File: src/rtl/uart_pkg.sv
// Shared UART definitions: receiver state encoding and default frame
// parameters, used by both the transmitter and the receiver.
package uart_pkg;

    typedef enum logic [2:0] {
        IDLE      = 3'd0,
        START     = 3'd1,
        DATA      = 3'd2,
        STOP      = 3'd3,
        WAIT_HIGH = 3'd4
    } uart_state_t;

    localparam int unsigned DEF_CLKS_PER_BIT = 1000;
    localparam int unsigned DEF_DATA_BITS    = 8;
    localparam int unsigned DEF_STOP_BITS    = 1;

endpackage

File: src/rtl/sync_2ff.sv
// Two-flop synchroniser for a single asynchronous input. The reset value
// is a parameter so an idle-high line can come out of reset as idle.
module sync_2ff #(
    parameter logic RESET_VAL = 1'b1
) (
    input  logic clk,
    input  logic n_reset,
    input  logic d,
    output logic q
);

    logic meta;

    // Two-stage capture of the asynchronous input.
    always_ff @(posedge clk) begin
        if (!n_reset) begin
            meta <= RESET_VAL;
            q    <= RESET_VAL;
        end else begin
            meta <= d;
            q    <= meta;
        end
    end

endmodule

File: src/rtl/uart_rx.sv
// UART receiver: mid-bit sampling, LSB-first data, no parity, checked stop
// bits, valid/ready output with framing-error and overrun pulses.
//
// state     | meaning
// ----------|------------------------------------------------------------
// IDLE      | line idle, waiting for a low level on the synchronised line
// START     | timing to the middle of the start bit to reject glitches
// DATA      | sampling data bits at their centres, LSB first
// STOP      | sampling stop bits; a low sample is a framing error
// WAIT_HIGH | after a framing error, wait for the line to return high
module uart_rx
    import uart_pkg::*;
#(
    parameter int unsigned DATA_BITS        = DEF_DATA_BITS,
    parameter int unsigned STOP_BITS        = DEF_STOP_BITS,
    parameter int unsigned CLKS_PER_BIT     = DEF_CLKS_PER_BIT,
    parameter int unsigned BIT_CTR_WIDTH    = $clog2(DATA_BITS),
    parameter int unsigned SAMPLE_CTR_WIDTH = $clog2(CLKS_PER_BIT)
) (
    input  logic                 clk,
    input  logic                 n_reset,
    input  logic                 rx,
    output logic [DATA_BITS-1:0] data_out,
    output logic                 data_valid,
    input  logic                 data_ready,
    output logic                 frame_err,
    output logic                 overrun,
    output logic                 busy
);

    localparam logic [SAMPLE_CTR_WIDTH-1:0] HALF_TC   = SAMPLE_CTR_WIDTH'(CLKS_PER_BIT / 2 - 1);
    localparam logic [SAMPLE_CTR_WIDTH-1:0] FULL_TC   = SAMPLE_CTR_WIDTH'(CLKS_PER_BIT - 1);
    localparam logic [BIT_CTR_WIDTH-1:0]    DATA_LAST = BIT_CTR_WIDTH'(DATA_BITS - 1);
    localparam logic [BIT_CTR_WIDTH-1:0]    STOP_LAST = BIT_CTR_WIDTH'(STOP_BITS - 1);

    uart_state_t                 state, state_nxt;
    logic [SAMPLE_CTR_WIDTH-1:0] sample_ctr, sample_ctr_nxt;
    logic [BIT_CTR_WIDTH-1:0]    bit_ctr, bit_ctr_nxt;
    logic [DATA_BITS-1:0]        shift_reg, shift_reg_nxt;
    logic                        rx_s;
    logic                        word_done;
    logic                        stop_fail;

    sync_2ff #(
        .RESET_VAL (1'b1)
    ) u_sync_rx (
        .clk     (clk),
        .n_reset (n_reset),
        .d       (rx),
        .q       (rx_s)
    );

    // FSM state, sample/bit counters and the data shift register.
    always_ff @(posedge clk) begin
        if (!n_reset) begin
            state      <= IDLE;
            sample_ctr <= '0;
            bit_ctr    <= '0;
            shift_reg  <= '0;
        end else begin
            state      <= state_nxt;
            sample_ctr <= sample_ctr_nxt;
            bit_ctr    <= bit_ctr_nxt;
            shift_reg  <= shift_reg_nxt;
        end
    end

    // Next-state logic; the sample counter restarts from 0 on every state change.
    always_comb begin
        state_nxt      = state;
        sample_ctr_nxt = sample_ctr;
        bit_ctr_nxt    = bit_ctr;
        shift_reg_nxt  = shift_reg;
        word_done      = 1'b0;
        stop_fail      = 1'b0;

        case (state)
            IDLE: begin
                sample_ctr_nxt = '0;
                if (!rx_s) begin
                    state_nxt = START;
                end
            end

            START: begin
                if (sample_ctr == HALF_TC) begin
                    sample_ctr_nxt = '0;
                    if (!rx_s) begin
                        state_nxt   = DATA;
                        bit_ctr_nxt = '0;
                    end else begin
                        state_nxt = IDLE;
                    end
                end else begin
                    sample_ctr_nxt = sample_ctr + 1'b1;
                end
            end

            DATA: begin
                if (sample_ctr == FULL_TC) begin
                    sample_ctr_nxt = '0;
                    shift_reg_nxt  = {rx_s, shift_reg[DATA_BITS-1:1]};
                    if (bit_ctr == DATA_LAST) begin
                        state_nxt   = STOP;
                        bit_ctr_nxt = '0;
                    end else begin
                        bit_ctr_nxt = bit_ctr + 1'b1;
                    end
                end else begin
                    sample_ctr_nxt = sample_ctr + 1'b1;
                end
            end

            STOP: begin
                if (sample_ctr == FULL_TC) begin
                    sample_ctr_nxt = '0;
                    if (!rx_s) begin
                        stop_fail   = 1'b1;
                        state_nxt   = WAIT_HIGH;
                        bit_ctr_nxt = '0;
                    end else if (bit_ctr == STOP_LAST) begin
                        // Re-arm mid stop bit so back-to-back frames are caught.
                        word_done   = 1'b1;
                        state_nxt   = IDLE;
                        bit_ctr_nxt = '0;
                    end else begin
                        bit_ctr_nxt = bit_ctr + 1'b1;
                    end
                end else begin
                    sample_ctr_nxt = sample_ctr + 1'b1;
                end
            end

            WAIT_HIGH: begin
                sample_ctr_nxt = '0;
                if (rx_s) begin
                    state_nxt = IDLE;
                end
            end

            default: begin
                state_nxt      = IDLE;
                sample_ctr_nxt = '0;
                bit_ctr_nxt    = '0;
            end
        endcase
    end

    // Output word, handshake and error pulses; a new word wins over an accept.
    always_ff @(posedge clk) begin
        if (!n_reset) begin
            data_out   <= '0;
            data_valid <= 1'b0;
            frame_err  <= 1'b0;
            overrun    <= 1'b0;
        end else begin
            frame_err <= stop_fail;
            overrun   <= word_done && data_valid && !data_ready;
            if (word_done) begin
                data_out   <= shift_reg;
                data_valid <= 1'b1;
            end else if (data_valid && data_ready) begin
                data_valid <= 1'b0;
            end
        end
    end

    assign busy = (state != IDLE);

endmodule

File: config.mk
export PLATFORM = sky130hd
export DESIGN_NAME = uart_rx
export DESIGN_NICKNAME = d
export VERILOG_FILES = /design/src/rtl/uart_pkg.sv /design/src/rtl/sync_2ff.sv /design/src/rtl/uart_rx.sv
export SDC_FILE = /design/constraint.sdc
export NUM_CORES = 1
export LEC_CHECK = 0
export CORE_MARGIN = 1.5
export CORE_UTILIZATION = 55
export CTS_CLUSTER_SIZE = 25
export DETAILED_ROUTE_END_ITERATION = 6
export DONT_BUFFER_PORTS = 1
export PLACE_DENSITY = 0.82
export SETUP_SLACK_MARGIN = 0.4
export SLEW_MARGIN = 20
export SYNTH_ARGS = -nofsm -noshare
export SYNTH_HDL_FRONTEND = slang
export SYNTH_SLANG_ARGS = --single-unit
File: constraint.sdc
create_clock -name clk -period 2.2 [get_ports clk]
set_clock_uncertainty 0.15 [all_clocks]
set_input_delay 0.55 -clock clk [delete_from_list [all_inputs] [get_ports clk]]
set_output_delay 0.55 -clock clk [all_outputs]
set_load 0.01 [all_outputs]
Word level (Yosys, flattened, before mapping)
Cells that the tools add are included.
Widths: inputs -> output; s select.

word-level totals
  flip-flop bits (word level) = 37
  logic and storage cells = 70

cells by class
  $add $sub $neg = 2
  equality and inequality tests = 15
  muxes and demuxes = 28
  bitwise operators = 1
  reductions and logical operators = 14

operator list
  operator               number
  $mux 3                 15
  $mux 10                2
  $pmux 10 s2            1
  $pmux 3 s5             1
  $ne 2x2->1 const B     6
  $pmux 3 s4             1
  $add 10x1->10 const B  1
  $eq 10x10->1 const B   1
  $eq 10x9->1 const B    1
  $mux 1                 7
  $reduce_and 7->1       1
  $eq 3x2->1 const B     2
  $eq 3x3->1 const B     2
  $logic_not 3->1        2
  $reduce_and 5->1       1
  $reduce_or 2->1        2
  $add 3x1->3 const B    1
  $eq 3x1->1 const B     1
  $logic_and 1x1->1      3
  $ne 3x3->1 const B     1
  $reduce_and 3->1       1
  $reduce_bool 3->1      1
  $mux 2                 1
  $ne 2x1->1 const B     1
  4 further kinds        4

Logic depth before layout (Yosys ltp)
Gate-level depths: netlist of run 1.

  depth in word-level cells = 7
  gate-level depth with buffers = 7

Modules after synthesis
Synthesis of run 1 repeated with hierarchy kept, for this count alone.

unflattened totals
  cell total of the unflattened synthesis = 190
  area, all modules = 1,675.4 µm²

by module, submodules not included
  module    instances  cells each  area an instance (µm²)
  uart_rx   1          186         1,622.8
  sync_2ff  1          4           52.6

Worst setup path after synthesis of run 1
Ideal clock, no wire load.

  path kind = flip-flop to flip-flop
  from = register sample_ctr[6]
  to = register state[1]
  data arrival time = 1.871 ns
  required time = 1.979 ns
  setup slack = 0.108 ns
  cell stages (with the launch flop) = 6
  path buffers = 0
  clock period less this slack = 2.092 ns
  cells stage by stage = dfxtp_1 nand2_1 or4_1 a311o_1 or4_1 a21oi_1

between the ends
  word-level cells in the longest chain between the ends = 3
  elaborated cells on any way between the ends = 6

RTL lines
  item                                         line                                           RTL
  from (decl)                                  uart_rx.sv:37                                  logic [SAMPLE_CTR_WIDTH-1:0] sample_ctr, sample_ctr_nxt;
  from (signal assigned)                       uart_rx.sv:62                                  sample_ctr <= sample_ctr_nxt;
  $eq 10x10->1 or $eq 10x9->1 (tied branches)  uart_rx.sv:100, uart_rx.sv:115, uart_rx.sv:86
  $ne 2x2->1 (no line)                         n/a
  $reduce_and 7->1 (no line) *                 n/a
  to (signal assigned)                         uart_rx.sv:61                                  state <= state_nxt;
  to (decl)                                    uart_rx.sv:36                                  uart_state_t state, state_nxt;

Mark *: on every way between the ends. The rest lies on a longest branch, timed or not.
A chain may end at the register's enable or synchronous reset.

Final worst setup path of run 1
  from = register sample_ctr[7]
  to = register state[1]

The elaborated chain is that of the path after synthesis.

==> impl_results.md, run 1 <==
- GRT Util Overall: between 20% and 30%
- Sequential area share after synthesis: 47.6%
- Fillers: 193
- Die Area: approximately 3200 sq um
- Area share of the largest cell type after synthesis: 47.6%
- CTS root buf: clkbuf_4
- Warnings, synthesis: 0
- Combinational share of power: around 18%
- Worst hold slack: 0.140 ns
- Mapped Area: 1560 sq um
- Worst path required time: 2.32 ns
- Post-DP HPWL: just over 2 mm
- Crit Path Class: reg -> reg
- Worst slew pin tran: 0.397 ns
- Vias: 1310
- Crit path DAT: 2.23 ns
- Asr flop ratio synth: 0%
- # IOs: 16
- Largest net degree at the start of global routing: 21
- Power per cell area: ~730 nW/um^2
- Design Area, Final: 1980 sq um
- Max-Cap Viols: 0
- Seq cells post-synth: 37
- Crit path launch type: register
- Num CTS Buffers: 5
- RePlAce Congestion: 0.890
- Overall power: 1.45 mW
- DRC viols: 0
- VDD IR max: 732 uV
- Bufs on Longest Clock Path: 2
- CTS H-Tree Depth: 2
- CTS clk-pin slew, worst paths: about 0.11 ns
- Area Overhead vs Synth: 27.0%
- Proportion of layout cells with a drive suffix above 1: 30.8%
- Tcrit/Tclk final: 95.7%
- Unique masters post-synth: 30
- Fmax: 475 MHz
- Final count of hold timing violations: 0
- Cells after Synth: 171
- Vias in the first global route: 1285
- Slew headroom: 73.4%
- Starting Density: 57.4%
- Drt total wl: 3.64 mm
- DRT iter0 DRCs: 90
- Sink Count: 37
- Mapped Avg Cell Area: roughly 9 sq um
- Status: finished, final reports clean
- Die width: 56.2 um
- NetSw: 0.380 mW
- Final Critical Period: 2.11 ns
- Leak: 0.765 nW
- CTS tree: yes
- Drt pass-1 iters: 4
- Sw Share: between 20% and 30%
- Final Max Slew Viols: 0
- Antenna cells: 0
- Initial antenna violation count: 0
- Internal power: 1.07 mW
- Top cells by area, synth: dfxtp_1 48%, mux2i_1 13%, nor2_1 8.0%
- Unrepaired setup endpoints after global routing: true
- Num rows: 19
- Max FFs per register: 10
- PortBufs: 0
- Post-Syn Nets: 179
- Routed WL per cell: 16.1 um
- Ys flop type: dfxtp_1
- Post-placement cell area: 1650 sq um
- Worst skew pair latency: 0.33 ns
- HP Class: in -> reg
- Number of synthesized flops with an enable pin: 0
- Final Net Count: 202
- Flop pwr share: 48.3%
- Worst setup EP type: register
- ANT nets after route: 0
- Post-synth top area cell: dfxtp_1
- GRT overflow: 0
- Final setup viols: 0
- Clock share of power: 33.9%
- Die height: 56.2 um
- Global-route wire length before repair: between 5 and 6 mm
- Core region area: between 2000 and 3000 sq um
- Via-to-Cell Ratio: 5.80
- CP Max Fanout: 5
## cell usage in the layout, fill, tap and decap left out, types with 2 or more instances in the layout
| cell | instances |
|---|---|
| nand2b_1 | 5 |
| a21oi_1 | 4 |
| xnor2_1 | 3 |
| nand3_4 | 3 |
| clkbuf_4 | 5 |
| xor2_1 | 5 |
| buf_6 | 7 |
| nand3_1 | 3 |
| o21ai_0 | 2 |
| nor2_2 | 5 |
| ha_1 | 3 |
| and2_1 | 2 |
| inv_1 | 7 |
| dfxtp_2 | 9 |
| dfxtp_1 | 28 |
| buf_4 | 15 |
| or4_1 | 3 |
| nor2_1 | 28 |
| nor3_1 | 4 |
| nand4_1 | 3 |
| nand2_1 | 11 |
| mux2i_1 | 19 |
| o21ai_2 | 2 |
## cell families (layout without fill, tap and decap cells)
kind of cell	after synthesis	count (layout)	synth area share (%)
and+or+nand+nor	75	76	23.3
xor gates and xnor gates	8	8	4.50
AOI/OAI and AO/OA	13	13	5.06
buffers and inverters	14	37	3.46
muxes	20	20	12.9
DFF	37	37	47.6
adders and majority gates	4	4	3.22
## stage by stage
step	TNS (ns)	setup WS [ns]	utilization [%]	instances
final	0	0.0943	72.9	226
after global routing	-0.00697	-0.00697	72.9	226
after CTS	0	0.202	70.1	223
after detailed placement	0	0.0501	60.8	201
after global placement	0	0.103	60.8	201
after floorplan	0	0.154	-	171
## power by group through the flow
stage          clock network, mW  registers, mW  logic (mW)
5_1_grt                    0.530          0.702       0.276
2_1_floorplan                  0          0.701       0.102
3_5_place_dp                   0          0.714       0.116
3_3_place_gp                   0          0.714       0.111
6_report                   0.491          0.700       0.257
4_1_cts                    0.504          0.699       0.180
## Yosys cell counts (all sizes together), types with 2 or more instances
library cell and n:
nand2b 5, nand2 12, o21ai 4, inv 7, buf 2, a21oi 5
or4 4, nor2 33, xor2 5, nand3 5, clkbuf 5, mux2i 20
dfxtp 37, nand4 3, xnor2 3, ha 4, nor3 5, and2 2
## critical path, cell delays in order, from the launching register on
cell     delay [ns]
dfxtp_2        0.35
nand2_2        0.05
or4_1          0.46
a311o_1        0.34
or4_1          0.55
a21oi_1        0.14
## worst paths after layout
check,slack (ns),from,cells after the start,end
setup / recovery,0.09,sample_ctr[7],5,state[1]
hold / removal,0.14,n_reset,1,u_sync_rx.q
setup reg to reg,0.09,sample_ctr[7],5,state[1]
hold reg to reg,0.27,u_sync_rx.meta,1,u_sync_rx.q
## what timing repair did
item / CTS / global route
gates cloned: 1 / 1
buffers inserted: 13 / 2
endpoints found under the setup margin: 35 / 35
hold buffers: 0 / 0
gates resized for setup: 17 / 17
pin swaps: 5 / 6
hold endpoints to repair: 0 / 0
## metal layers
| metal | GRT usage (%) | routed length [um] |
|---|---|---|
| met5 | 0 | 0 |
| met4 | 10.5 | 79 |
| met3 | 4.88 | 133 |
| met2 | 41.8 | 2030 |
| met1 | 24.7 | 1400 |
## final cells by class
| cell class | count | area (sq um) | area share [%] |
|---|---|---|---|
| clock buffers | 6 | 51.3 | 2.59 |
| well taps | 31 | 38.8 | 1.96 |
| repair buffers | 22 | 191 | 9.68 |
| flip-flops and latches | 37 | 752 | 38.0 |
| clock inverters | 2 | 37.5 | 1.90 |
| inverters | 7 | 26.3 | 1.33 |
| multi-input cells | 121 | 880 | 44.5 |
No activity file was read; power rests on OpenSTA's default activity.
==> run 2, diff against run 1 <==
Settings changed: REMOVE_ABC_BUFFERS from default to 1.
==> run 2 against run 1 <==
Effect of this change: non-clock buffer count is 3 lower; critical path depth did not move; sequential share of layout area rose by 0.86 points; wire length shrank 4.5%; total power fell by 0.59%.
==> impl_results.md, run 2 (synthesized netlist as in run 1, its figures left out) <==
- Post-DP HPWL: 2.02 mm (-2.3%)
- CTS H-Tree Depth: 2 (unchanged)
- Sink Count: 37 (unchanged)
- CTS clk-pin slew, worst paths: 0.11 ns (about the same)
- Multi-input logic area: 880 sq um (unchanged)
- Vias in the first global route: 1211 (-5.8%)
- Slew headroom: 72.1% (-1.3 points)
- DRC viols: 0 (unchanged)
- Die Area: 3160 sq um (unchanged)
- Final Critical Period: 2.10 ns (-0.00900 ns)
- Final setup viols: 0 (unchanged)
- ANT nets after route: 0 (unchanged)
- Largest net degree at the start of global routing: 21 (unchanged)
- Commonest non-fill, non-tap cell in the layout: dfxtp_1
- GRT overflow: 0 (unchanged)
- Most frequent cells in the layout: 27 x dfxtp_1, 26 x nor2_1, 20 x mux2i_1
- VDD IR max: 598 uV (-18%)
- Worst setup EP type: register
- Status: finished, final reports clean
- Final Max Slew Viols: 0 (unchanged)
- Crit path DAT: 2.23 ns (about the same)
- Final Net Count: 199 (-1.5%)
- DRT iter0 DRCs: 40 (-56%)
- Bufs on Longest Clock Path: 2 (unchanged)
- RePlAce Congestion: 0.935 (+5.1%)
- Tcrit/Tclk final: 95.3% (-0.41 points)
- Core region area: 2710 sq um (unchanged)
- Area Overhead vs Synth: 25.2%
- Met3 wire len: 131 um (-1.5%)
- Leak: 0.755 nW (-1.3%)
- Proportion of layout cells with a drive suffix above 1: 31.8% (+1.0 points)
- Die width: 56.2 um (unchanged)
- Fmax: 477 MHz (+0.43%)
- Power per cell area: 739 nW/um^2 (+0.81%)
- Top Layer Used: met4
- Initial antenna violation count: 0 (unchanged)
- Max FFs per register: 10 (unchanged)
- PortBufs: 0 (unchanged)
- Area taken by flip-flops and latches: 758 sq um (+0.83%)
- Vias: 1276 (-2.6%)
- Starting Density: 57.4% (unchanged)
- Worst path required time: 2.33 ns (about the same)
- CTS tree: yes
- Crit path launch type: register
- Via-to-Cell Ratio: 5.72 (-1.3%)
- GRT Util Overall: 21.5% (-1.3 points)
- Unrepaired setup endpoints after global routing: true
- DR WL met2: 1.76 mm (-13%)
- Post-cts hold buffer count: 0 (unchanged)
- HP Class: in -> reg
- Die height: 56.2 um (unchanged)
- Drt total wl: 3.48 mm (-4.5%)
- Num rows: 19 (unchanged)
- Antenna cells: 0 (unchanged)
- Fillers: 191 (-1.0%)
- Worst hold slack: 0.116 ns (-0.0246 ns)
- Final count of hold timing violations: 0 (unchanged)
- Global-route wire length before repair: 5.19 mm (-6.1%)
- CP Max Fanout: 3 (-2)
- CTS root buf: clkbuf_4
- Worst skew pair latency: 0.35 ns (+0.02 ns)
- Final core utilization: 71.9% (-1.0 points)
- Wire length on met1: 1.48 mm (+5.7%)
- # IOs: 16 (unchanged)
- Routed WL per cell: 15.6 um (-3.2%)
- Crit Path Class: reg -> reg
- Max-Cap Viols: 0 (unchanged)
- Worst slew pin tran: 0.417 ns (+0.0193 ns)
- Num CTS Buffers: 5 (unchanged)
- Drt pass-1 iters: 4 (unchanged)
-- run 2: cell count changes in the layout (fill, tap and decap cells not counted), sizes merged --
cell and change:
buf -4, clkinv +1
-- run 2: cell type report --
type                            count  area share (%)
Timing Repair Buffer               19            8.34
Tap cell                           31            1.99
Multi-Input combinational cell    121            45.1
Sequential cell                    37            38.9
Clock inverter                      3            2.37
Clock buffer                        5            1.93
Inverter                            7            1.35
-- run 2: routing by layer --
metal	vias to the layer above	track usage (%)
met1	606	21.9
li1	625	-
met4	0	17.3
met5	-	0
met2	32	36.6
met3	13	5.58
-- run 2: worst max-delay path: stages (launching register included) --
cell	delay, ns
dfxtp_2	0.36
nand2_2	0.06
or4_4	0.47
a311o_1	0.36
or4_1	0.49
a21oi_2	0.14
-- run 2: power breakdown --
part	switching, mW	internal (mW)
clock network	0.233	0.240
registers	0.0211	0.678
logic	0.138	0.130
total	0.392	1.05
-- run 2: metrics by stage --
step	power, mW	TNS, ns	instance area, sq um	setup WS (ns)	std cells
after detailed placement	0.847	-0.000298	1630	-0.000298	203
after global placement	0.839	0	1630	0.109	203
after CTS	1.35	0	1840	0.0519	218
after global routing	1.49	0	1950	0.0578	223
after floorplan	0.794	0	1530	0.105	164
final	1.44	0	1950	0.103	223
-- run 2: worst paths after layout --
| check | start | end | slack, ns | cells past startpoint |
|---|---|---|---|---|
| worst max-delay path | sample_ctr[6] | state[0] | 0.10 | 5 |
| worst min-delay path | n_reset | u_sync_rx.meta | 0.12 | 1 |
| worst max register to register | sample_ctr[6] | state[0] | 0.10 | 5 |
| worst min register to register | u_sync_rx.meta | u_sync_rx.q | 0.27 | 1 |
-- run 2: what timing repair did --
action | CTS | global route
gates resized for setup | 23 | 22
setup endpoints to repair | 30 | 35
cloned | 1 | 0
pin swaps | 5 | 14
setup buffers | 6 | 5
==> run 3, diff against run 2 <==
--- a/config.mk
+++ b/config.mk
@@ -8,3 +8,3 @@
 export CORE_MARGIN = 1.5
-export CORE_UTILIZATION = 55
+export CORE_UTILIZATION = 45
 export CTS_CLUSTER_SIZE = 25
@@ -12,5 +12,6 @@
 export DONT_BUFFER_PORTS = 1
-export PLACE_DENSITY = 0.82
+export PLACE_DENSITY = 0.71
 export REMOVE_ABC_BUFFERS = 1
 export SETUP_SLACK_MARGIN = 0.4
+export SKIP_CTS_REPAIR_TIMING = 1
 export SLEW_MARGIN = 20
--- a/constraint.sdc
+++ b/constraint.sdc
@@ -4,2 +4,2 @@
 set_output_delay 0.55 -clock clk [all_outputs]
-set_load 0.01 [all_outputs]
+set_load 0.02 [all_outputs]
==> run 3 against run 2 <==
Effect of this change: count of clock-buffer cells in the layout is 2 higher; sequential power hardly changed; critical path depth stayed put; die area is 21% higher; non-clock buffer count is 2 lower; final cell count is 5.4% higher; hold slack better by 0.015 ns; setup slack better by 0.026 ns; via count is 3.9% lower; wire length is 11% lower; critical endpoint unchanged; flip-flop and latch count stayed put; first-iteration DRC count is 7.5% higher.
==> impl_results.md, run 3 (synthesized netlist as in run 1, its figures left out) <==
- Area Overhead vs Synth: 21.1%
- Crit Path Class: reg -> reg
- Largest net degree at the start of global routing: 21 (unchanged)
- CTS H-Tree Depth: 2 (unchanged)
- Max FFs per register: 10 (unchanged)
- Worst setup EP type: register
- Global-route wire length before repair: 4.52 mm (-13%)
- PortBufs: 0 (unchanged)
- ANT nets after route: 0 (unchanged)
- Die Area: 3820 sq um (+21%)
- DRC viols: 0 (unchanged)
- Worst hold path startpoint: n_reset
- Design Area, Final: 1890 sq um (-3.3%)
- Antenna cells: 0 (unchanged)
- DRT iter0 DRCs: 43 (+7.5%)
- Area taken by flip-flops and latches: 749 sq um (-1.2%)
- Commonest non-fill, non-tap cell in the layout: nor2_1
- Die height: 61.8 um (+10%)
- Top Layer Used: met4
- Die width: 61.8 um (+10%)
- Final Max Slew Viols: 0 (unchanged)
- CTS tree: yes
- Via-to-Cell Ratio: 5.22 (-8.8%)
- Slew headroom: 74.1% (+2.0 points)
- Routed WL per cell: 13.1 um (-16%)
- Worst skew pair latency: 0.34 ns (about the same)
- Multi-input logic area: 817 sq um (-7.1%)
- Status: finished, final reports clean
- Leak: 0.740 nW (-2.0%)
- Core region area: 3340 sq um (+23%)
- Unrepaired setup endpoints after global routing: true
- Clock share of power: 36.3% (+3.4 points)
- Reg2reg setup slack: 0.13 ns (+0.03 ns)
- RePlAce Congestion: 0.832 (-11%)
- Fillers: 305 (+60%)
- Final count of hold timing violations: 0 (unchanged)
- Internal power: 1.02 mW (-3.0%)
- Layout Cells excl Fill: 235 (+5.4%)
- Starting Density: 46.6% (-11 points)
- Final Net Count: 196 (-1.5%)
- CP Max Fanout: 6 (+3)
- Proportion of layout cells with a drive suffix above 1: 21.7% (-10 points)
- FF-to-FF path depth: 5 (unchanged)
- Num rows: 21 (+2)
- NetSw: 0.329 mW (-16%)
- Met3 wire len: 129 um (-1.5%)
- Flop pwr share: 52.0% (+3.4 points)
- Vias: 1226 (-3.9%)
- Sw Share: 24.4% (-2.8 points)
- Worst flop-to-flop path startpoint: sample_ctr[7]
- Final TNS setup: 0 ns (unchanged)
- Max-Cap Viols: 0 (unchanged)
- Worst hold slack: 0.131 ns (+0.0149 ns)
- Combinational share of power: 11.7% (-6.8 points)
- GRT Util Overall: 16.5% (-5.0 points)
- Crit path DAT: 2.19 ns (-0.04 ns)
- WHS Path Cells: 1 (unchanged)
- Wire length on met1: 1.29 mm (-12%)
- Initial antenna violation count: 0 (unchanged)
- Post-placement cell area: 1660 sq um (+2.1%)
- Final setup viols: 0 (unchanged)
- Drt total wl: 3.08 mm (-11%)
- Bufs on Longest Clock Path: 2 (unchanged)
- Hold EP: u_sync_rx.meta
- HP Class: in -> reg
- CTS root buf: clkbuf_4
- Tcrit/Tclk final: 94.1% (-1.2 points)
- Post-DP HPWL: 2.01 mm (-0.63%)
- Worst slew pin tran: 0.385 ns (-0.0313 ns)
- Power per cell area: 714 nW/um^2 (-3.4%)
- CTS clk-pin slew, worst paths: 0.10 ns (about the same)
- Vias in the first global route: 1085 (-10%)
- # placed instances: 220 (+8.4%)
- Overall power: 1.35 mW (-6.6%)
- RR Endpoint: state[0]
- Worst path required time: 2.32 ns (about the same)
- # IOs: 16 (unchanged)
- GRT overflow: 0 (unchanged)
- Sink Count: 37 (unchanged)
- Final Critical Period: 2.07 ns (-0.0257 ns)
- Crit path launch type: register
- DR WL met2: 1.60 mm (-8.8%)
- Fmax: 483 MHz (+1.2%)
- Num CTS Buffers: 5 (unchanged)
- Drt pass-1 iters: 4 (unchanged)
- Most frequent cells in the layout: 33 x nor2_1, 30 x dfxtp_1, 20 x mux2i_1
- VDD IR max: 345 uV (-42%)
[run 3: power by group through the flow]
stage          combinational, mW  sequential [mW]  clock (mW)
3_5_place_dp               0.127            0.711           0
6_report                   0.158            0.699       0.489
3_3_place_gp               0.118            0.710           0
5_1_grt                    0.170            0.700       0.530
4_1_cts                    0.127            0.696       0.505
2_1_floorplan             0.0870            0.712           0
[run 3: metal layers]
layer | vias to the layer above | track usage, %
met5 | - | 0
met4 | 0 | 10.0
met3 | 7 | 5.18
met2 | 26 | 28.3
met1 | 577 | 17.7
li1 | 616 | -
[run 3: worst max path at each step]
stage                        startpoint  slack, ns     endpoint
final                     sample_ctr[7]       0.13     state[0]
after global routing           state[0]       0.11         busy
after CTS                 sample_ctr[0]     -0.008  data_out[5]
after detailed placement  sample_ctr[0]      0.004  data_out[3]
after global placement    sample_ctr[0]       0.08  data_out[0]
after floorplan           sample_ctr[6]       0.10     state[1]
[run 3: metrics by stage]
step	utilization, %	worst slack [ns]
2_1_floorplan	-	0.105
3_3_place_gp	49.8	0.0776
3_5_place_dp	49.8	0.00430
4_1_cts	52.3	-0.00833
5_1_grt	56.5	0.110
6_report	56.5	0.129
[run 3: layout make-up]
cell class | count | area share [%]
inverter | 7 | 1.39
clock inverter | 1 | 1.59
tap | 46 | 3.05
clock buffer | 7 | 2.92
timing repair buffer | 17 | 7.96
multi-input combinational | 120 | 43.3
sequential | 37 | 39.7
[run 3: critical path, stage by stage (launching register included)]
cell,delay [ns]
dfxtp_2,0.37
nand2_2,0.05
or4_1,0.47
a311o_1,0.34
or4_1,0.48
a21oi_1,0.15
==> variant 1 (settings of run 1) <==
Re-encode `uart_state_t` (5 states) as Gray code, 3 bits wide.
--- a/src/rtl/uart_pkg.sv
+++ b/src/rtl/uart_pkg.sv
@@ -4,9 +4,9 @@
 
     typedef enum logic [2:0] {
-        IDLE      = 3'd0,
-        START     = 3'd1,
-        DATA      = 3'd2,
-        STOP      = 3'd3,
-        WAIT_HIGH = 3'd4
+        IDLE      = 3'b000,
+        START     = 3'b001,
+        DATA      = 3'b011,
+        STOP      = 3'b010,
+        WAIT_HIGH = 3'b110
     } uart_state_t;
 
Behaviour: no difference found for any inputs over 10 cycles, from zero or initial values and one cycle with n_reset low; not proved beyond that.
==> variant 1 against run 1 <==
  * Routed wire length is 5.5% higher
  * Synthesized area increased by 9.3%
  * Sequential cell count is the same
  * Die area grew 8.8%
  * Non-clock buffer count decreased by 5
  * Final cell count grew 7.5%
  * Sequential share of layout area up 0.56 points
  * Core utilization shrank 7.0 points
  * Design area rose by 0.19%
  * Via count increased by 15%
  * Fmax is 17% higher
  * Setup slack gained 310 ps
  * Largest cell class unchanged
Power is not compared: it rests on default switching activity, and its combinational part moved more than twofold at a synthesized area within 25%.
==> variant 1: results (changes against run 1) <==
- The flow ran to the end, and the final reports show no timing, DRC or antenna violations.
- The number of filler cells placed in the layout is 231 (+20%).
- The shortest clock period the worst path allows after layout came to 1800 ps (-307 ps).
- The yosys synthesis warning count was 0 (unchanged).
- The share of synthesized registers carrying an async set or reset is 0 (unchanged).
- Ranked by total cell area, the synthesized netlist is headed by sky130_fd_sc_hd__dfxtp_1 44%, sky130_fd_sc_hd__nand3_1 6.5%, sky130_fd_sc_hd__a21oi_1 5.6%.
- The overall routing resource usage is 0.226 (-0.00243).
- The share of cells above drive strength 1 is 0.257 (-0.0505).
- The maximum fanout along the worst path is 3 (-2).
- The weighted congestion at the end of routability-driven global placement is 0.858 (-3.6%).
- IR analysis of the VDD net gives a maximum drop of 0.374 mV.
- The share of power burned in combinational logic is 0.053.
- The total placed cells including tap cells came to 223 (+11%).
- The count of cell types in the netlist is 36 (+20%).
- The power in sequential cells is 0.000678 W.
- The endpoint arrival time on the critical path came to 1900 ps (-330 ps).
- The cell count after synthesis is 200 (+17%).
- The wire length per cell after detailed routing was 15.8 µm (-1.9%).
- The number of flip-flops in the largest register is 10 (unchanged).
- The transition time at the pin with the least slew margin is 472 ps (+74.7 ps).
- The clock input transition at the sequential cells of the worst setup and hold paths is 110 ps (about the same).
- The largest net degree at the start of global routing is 21 (unchanged).
- The post-synthesis net count is 208 (+16%).
- The wire length of the first global-routing pass was 5850 µm (+5.9%).
- The standard cell area after detailed placement is 1710 µm² (+3.8%).
- The clock network latency to the later pin of the worst-skew pair is 350 ps (+20 ps).
- The starting DRC count in detailed routing is 77 (-14%).
- The placed wire-length estimate after detailed placement is 2340 µm (+13%).
- The master cell of the clock root buffer is sky130_fd_sc_hd__clkbuf_4.
- The via count of the first global-routing pass came to 1367 (+6.4%).
- The power after layout is 0.00110 W.
- The number of buffers on the longest clock path is 2 (unchanged).
- The post-CTS setup-driven buffer insertion count is 3 (-10).
- The vias per cell was 6.21 (+7.1%).
- The number of non-filler instances in the completed layout is 243 (+7.5%).
- The worst slack at placement is 304 ps (+253 ps).
- The worst hold-check slack was 125 ps (-15.6 ps).
- The register area share after synthesis is 0.435 (-0.0406).
- In the synthesized netlist the dominant register cell turns out to be sky130_fd_sc_hd__dfxtp_1.
- The first-pass detailed-route iteration total is 6 (+2).
- Ranked by instance count, the synthesized netlist is headed by 37 x sky130_fd_sc_hd__dfxtp_1, 22 x sky130_fd_sc_hd__nand3_1, 19 x sky130_fd_sc_hd__a21oi_1, 19 x sky130_fd_sc_hd__o21ai_0, 12 x sky130_fd_sc_hd__nor3_1.
- The setup slack on the worst flop-to-flop path is 400 ps (+310 ps).
- In this run the worst hold path is classified as in2reg.
## variant 1: layout make-up
| cell class | instances | area (µm²) | area share |
|---|---|---|---|
| clock buffer | 7 | 55.1 | 0.0278 |
| inverter | 9 | 37.5 | 0.0190 |
| sequential | 37 | 764 | 0.386 |
| timing repair buffer | 17 | 128 | 0.0644 |
| tap | 33 | 41.3 | 0.0208 |
| multi-input combinational | 140 | 955 | 0.482 |
## variant 1: critical path, cell delays in order, from the launching register on
cell                      delay (ps)
sky130_fd_sc_hd__dfxtp_2         380
sky130_fd_sc_hd__ha_4            150
sky130_fd_sc_hd__ha_4            120
sky130_fd_sc_hd__inv_2            30
sky130_fd_sc_hd__and3_4          170
sky130_fd_sc_hd__or4_4           480
sky130_fd_sc_hd__a32o_1          220
## variant 1: final timing paths
check	startpoint	endpoint	cells past startpoint
min	n_reset	u_sync_rx.q	1
max	bit_ctr[0]	state[1]	6
max reg2reg	bit_ctr[0]	state[1]	6
min reg2reg	u_sync_rx.meta	u_sync_rx.q	1
## variant 1: metal layers
| metal | up-vias | share of wire | track usage | wire [µm] |
|---|---|---|---|---|
| li1 | 734 | - | - | - |
| met1 | 718 | 0.42 | 0.255 | 1600 |
| met2 | 47 | 0.51 | 0.385 | 1970 |
| met3 | 9 | 0.049 | 0.0791 | 188 |
| met4 | 0 | 0.023 | 0.0974 | 87 |
| met5 | - | 0 | 0 | 0 |
## variant 1: cell families (layout without fill, tap and decap cells)
group                    after synthesis  after routing  share of synthesized area
multiplexers                           3              3                     0.0176
AND/OR/NAND/NOR                       79             79                      0.263
buffers and inverters                 23             33                     0.0581
adder cells (fa/ha/maj)                4              4                     0.0294
XOR/XNOR                               8              8                     0.0412
flip-flops                            37             37                      0.435
AO/OA/AOI/OAI                         46             46                      0.156
==> variant 2 (flow settings as in run 1) <==
Without the edit above. Change the package constant `DEF_CLKS_PER_BIT` from 1000 to 4000.
--- a/src/rtl/uart_pkg.sv
+++ b/src/rtl/uart_pkg.sv
@@ -11,5 +11,5 @@
     } uart_state_t;
 
-    localparam int unsigned DEF_CLKS_PER_BIT = 1000;
+    localparam int unsigned DEF_CLKS_PER_BIT = 4000;
     localparam int unsigned DEF_DATA_BITS    = 8;
     localparam int unsigned DEF_STOP_BITS    = 1;
Behaviour: no difference found for any inputs over 10 cycles, from zero or initial values and one cycle with n_reset low; that may be too few to reach the edited logic, so the function may still have changed.
==> variant 2 against run 1 <==
  * Routed wire length increased by 1.9%
  * Sequential cell count increased by 2
  * First-iteration DRC count decreased by 5.6%
  * Critical path depth unchanged
  * Highest routed layer unchanged
  * Synthesized area increased by 8.4%
  * Largest cell class unchanged
  * Combinational power increased by 26%
  * Power increased by 14%
  * Global-route usage increased by 0.43 points
  * Design area increased by 4.4%
  * Setup slack improved by 190 ps
  * Clock power increased by 21%
  * Synthesized cell count increased by 5.3%
  * Sequential power increased by 5.0%
==> variant 2: results (changes against run 1) <==
- The run finished with clean final reports.
- The kind of path behind the tightest hold check is in2reg.
- The yosys synthesis warning count was 0 (unchanged).
- The clock network latency to the later pin of the worst-skew pair is 360 ps (+30 ps).
- The via count of the routed design is 1355 (+3.4%).
- The post-synthesis net count is 188 (+5.0%).
- The maximum fanout along the worst path is 5 (unchanged).
- The dominant synthesized flop cell is sky130_fd_sc_hd__dfxtp_1.
- The number of failing setup endpoints in the final timing report is 0 (unchanged).
- The wire length per cell after detailed routing was 16.0 µm (-0.31%).
- The final wirelength is 3710 µm (+1.9%).
- The placed wire-length estimate after detailed placement is 2080 µm (+0.43%).
- The number of buffers on the longest clock path is 2 (unchanged).
- The number of antenna violations at the first check in global routing is 0 (unchanged).
- The number of nets still failing antenna checks after routing is 0 (unchanged).
- The total placed cells including tap cells is 204 (+1.5%).
- Yosys attributes the largest share of cell area to sky130_fd_sc_hd__dfxtp_1 46%, sky130_fd_sc_hd__mux2i_1 12%, sky130_fd_sc_hd__nor2_1 8.2%.
- The clock input transition at the sequential cells of the worst setup and hold paths is 110 ps (about the same).
- The via count of the first global-routing pass came to 1291 (+0.47%).
- The largest net degree at the start of global routing is 22 (+4.8%).
- The weighted congestion at the end of routability-driven global placement came to 0.823 (-7.5%).
- The post-synthesis area per instance came to 9.37 µm² (+2.9%).
- The TritonCTS buffer count is 5 (unchanged).
- The antenna diode count is 0 (unchanged).
- The maximum VDD drop is 0.400 mV (-45%).
- The number of nets in the final layout is 207 (+2.5%).
- The count of buffers from port buffering is 0 (unchanged).
- The count of cell types in the netlist is 37 (+23%).
- The standard cell area after detailed placement is 1710 µm² (+3.9%).
- The level count of the clock H-tree is 2 (unchanged).
- The register area share after synthesis is 0.463 (-0.0130).
- The share of synthesized registers carrying an async set or reset is 0 (unchanged).
- The depth of the worst register-to-register path was 5 (unchanged).
- The first-pass detailed-route iteration total came to 4 (unchanged).
- The starting DRC count in detailed routing is 85 (-5.6%).
- The share of cells above drive strength 1 came to 0.275 (-0.0327).
- The number of enable-type register cells in the synthesized netlist was 0 (unchanged).
- The tree is rooted in a sky130_fd_sc_hd__clkbuf_4.
- The number of flip-flops in the largest register is 12 (+2).
- In the synthesized netlist, the cells that appear most often are 39 x sky130_fd_sc_hd__dfxtp_1, 37 x sky130_fd_sc_hd__nor2_1, 21 x sky130_fd_sc_hd__mux2i_1.
- The overall routing resource usage is 0.233 (+0.00433).
- The endpoint arrival time on the critical path is 2000 ps (-230 ps).
- The transition time at the pin with the least slew margin came to 642 ps (+244 ps).
- The leakage power of the design came to 0.831 nW (+8.7%).
- The worst hold path cell count is 1 (unchanged).
- The worst slack at placement is 190 ps (+140 ps).
- The wire length of the first global-routing pass came to 5770 µm (+4.4%).
- The number of filler cells placed in the layout is 204 (+5.7%).
==> variant 2: final cells by class <==
type / count / area share
Clock buffer: 5 / 0.0182
Clock inverter: 3 / 0.0327
Inverter: 8 / 0.0146
Multi-Input combinational cell: 127 / 0.451
Sequential cell: 39 / 0.388
Tap cell: 31 / 0.0188
Timing Repair Buffer: 18 / 0.0770
==> variant 2: repair_timing <==
item / CTS / global route
gates cloned: 2 / 0
endpoints found under the hold margin: 0 / 0
gates resized for setup: 20 / 9
pin swaps: 6 / 3
buffers inserted: 10 / 7
endpoints found under the setup margin: 35 / 36
==> variant 2: per-stage QoR <==
step | hold slack, ps | utilization
floorplan | 236 | -
global placement | 240 | 0.605
detailed placement | 242 | 0.605
CTS | 103 | 0.701
global route | 85.0 | 0.729
finish | 112 | 0.729
==> variant 2: worst paths after layout <==
path / startpoint / end / slack (ps)
max reg2reg: sample_ctr[6] / data_out[6] / 280
max: sample_ctr[6] / data_out[6] / 280
min reg2reg: u_sync_rx.meta / u_sync_rx.q / 270
min: n_reset / u_sync_rx.meta / 110
==> variant 2: logic make-up after synthesis <==
kind of cell	after synthesis	synth area share
XOR/XNOR	10	0.0519
buffers and inverters	16	0.0415
adder cells (fa/ha/maj)	4	0.0297
multiplexers	21	0.125
AND/OR/NAND/NOR	75	0.227
flip-flops	39	0.463
AO/OA/AOI/OAI	15	0.0623
==> variant 2: power by group <==
part           total [W]  switching, W  internal (W)
combinational   0.000323      0.000171      0.000152
clock           0.000595      0.000242      0.000353
sequential      0.000735     0.0000139      0.000721
total            0.00165      0.000427       0.00123
==> variant 2: critical path, cell delays in order, from the launching register on <==
cell and delay [ps]:
sky130_fd_sc_hd__dfxtp_4 370, sky130_fd_sc_hd__nand4b_1 220, sky130_fd_sc_hd__nand3b_4 210, sky130_fd_sc_hd__or4_4 560
sky130_fd_sc_hd__mux2i_2 230, sky130_fd_sc_hd__nor2_1 50
==> variant 2: per-layer routing <==
metal | part of all wire | track usage | vias to the layer above
met5 | 0 | 0 | -
met4 | 0.021 | 0.110 | 0
met3 | 0.052 | 0.0813 | 11
met2 | 0.53 | 0.413 | 41
met1 | 0.39 | 0.244 | 650
li1 | - | - | 653
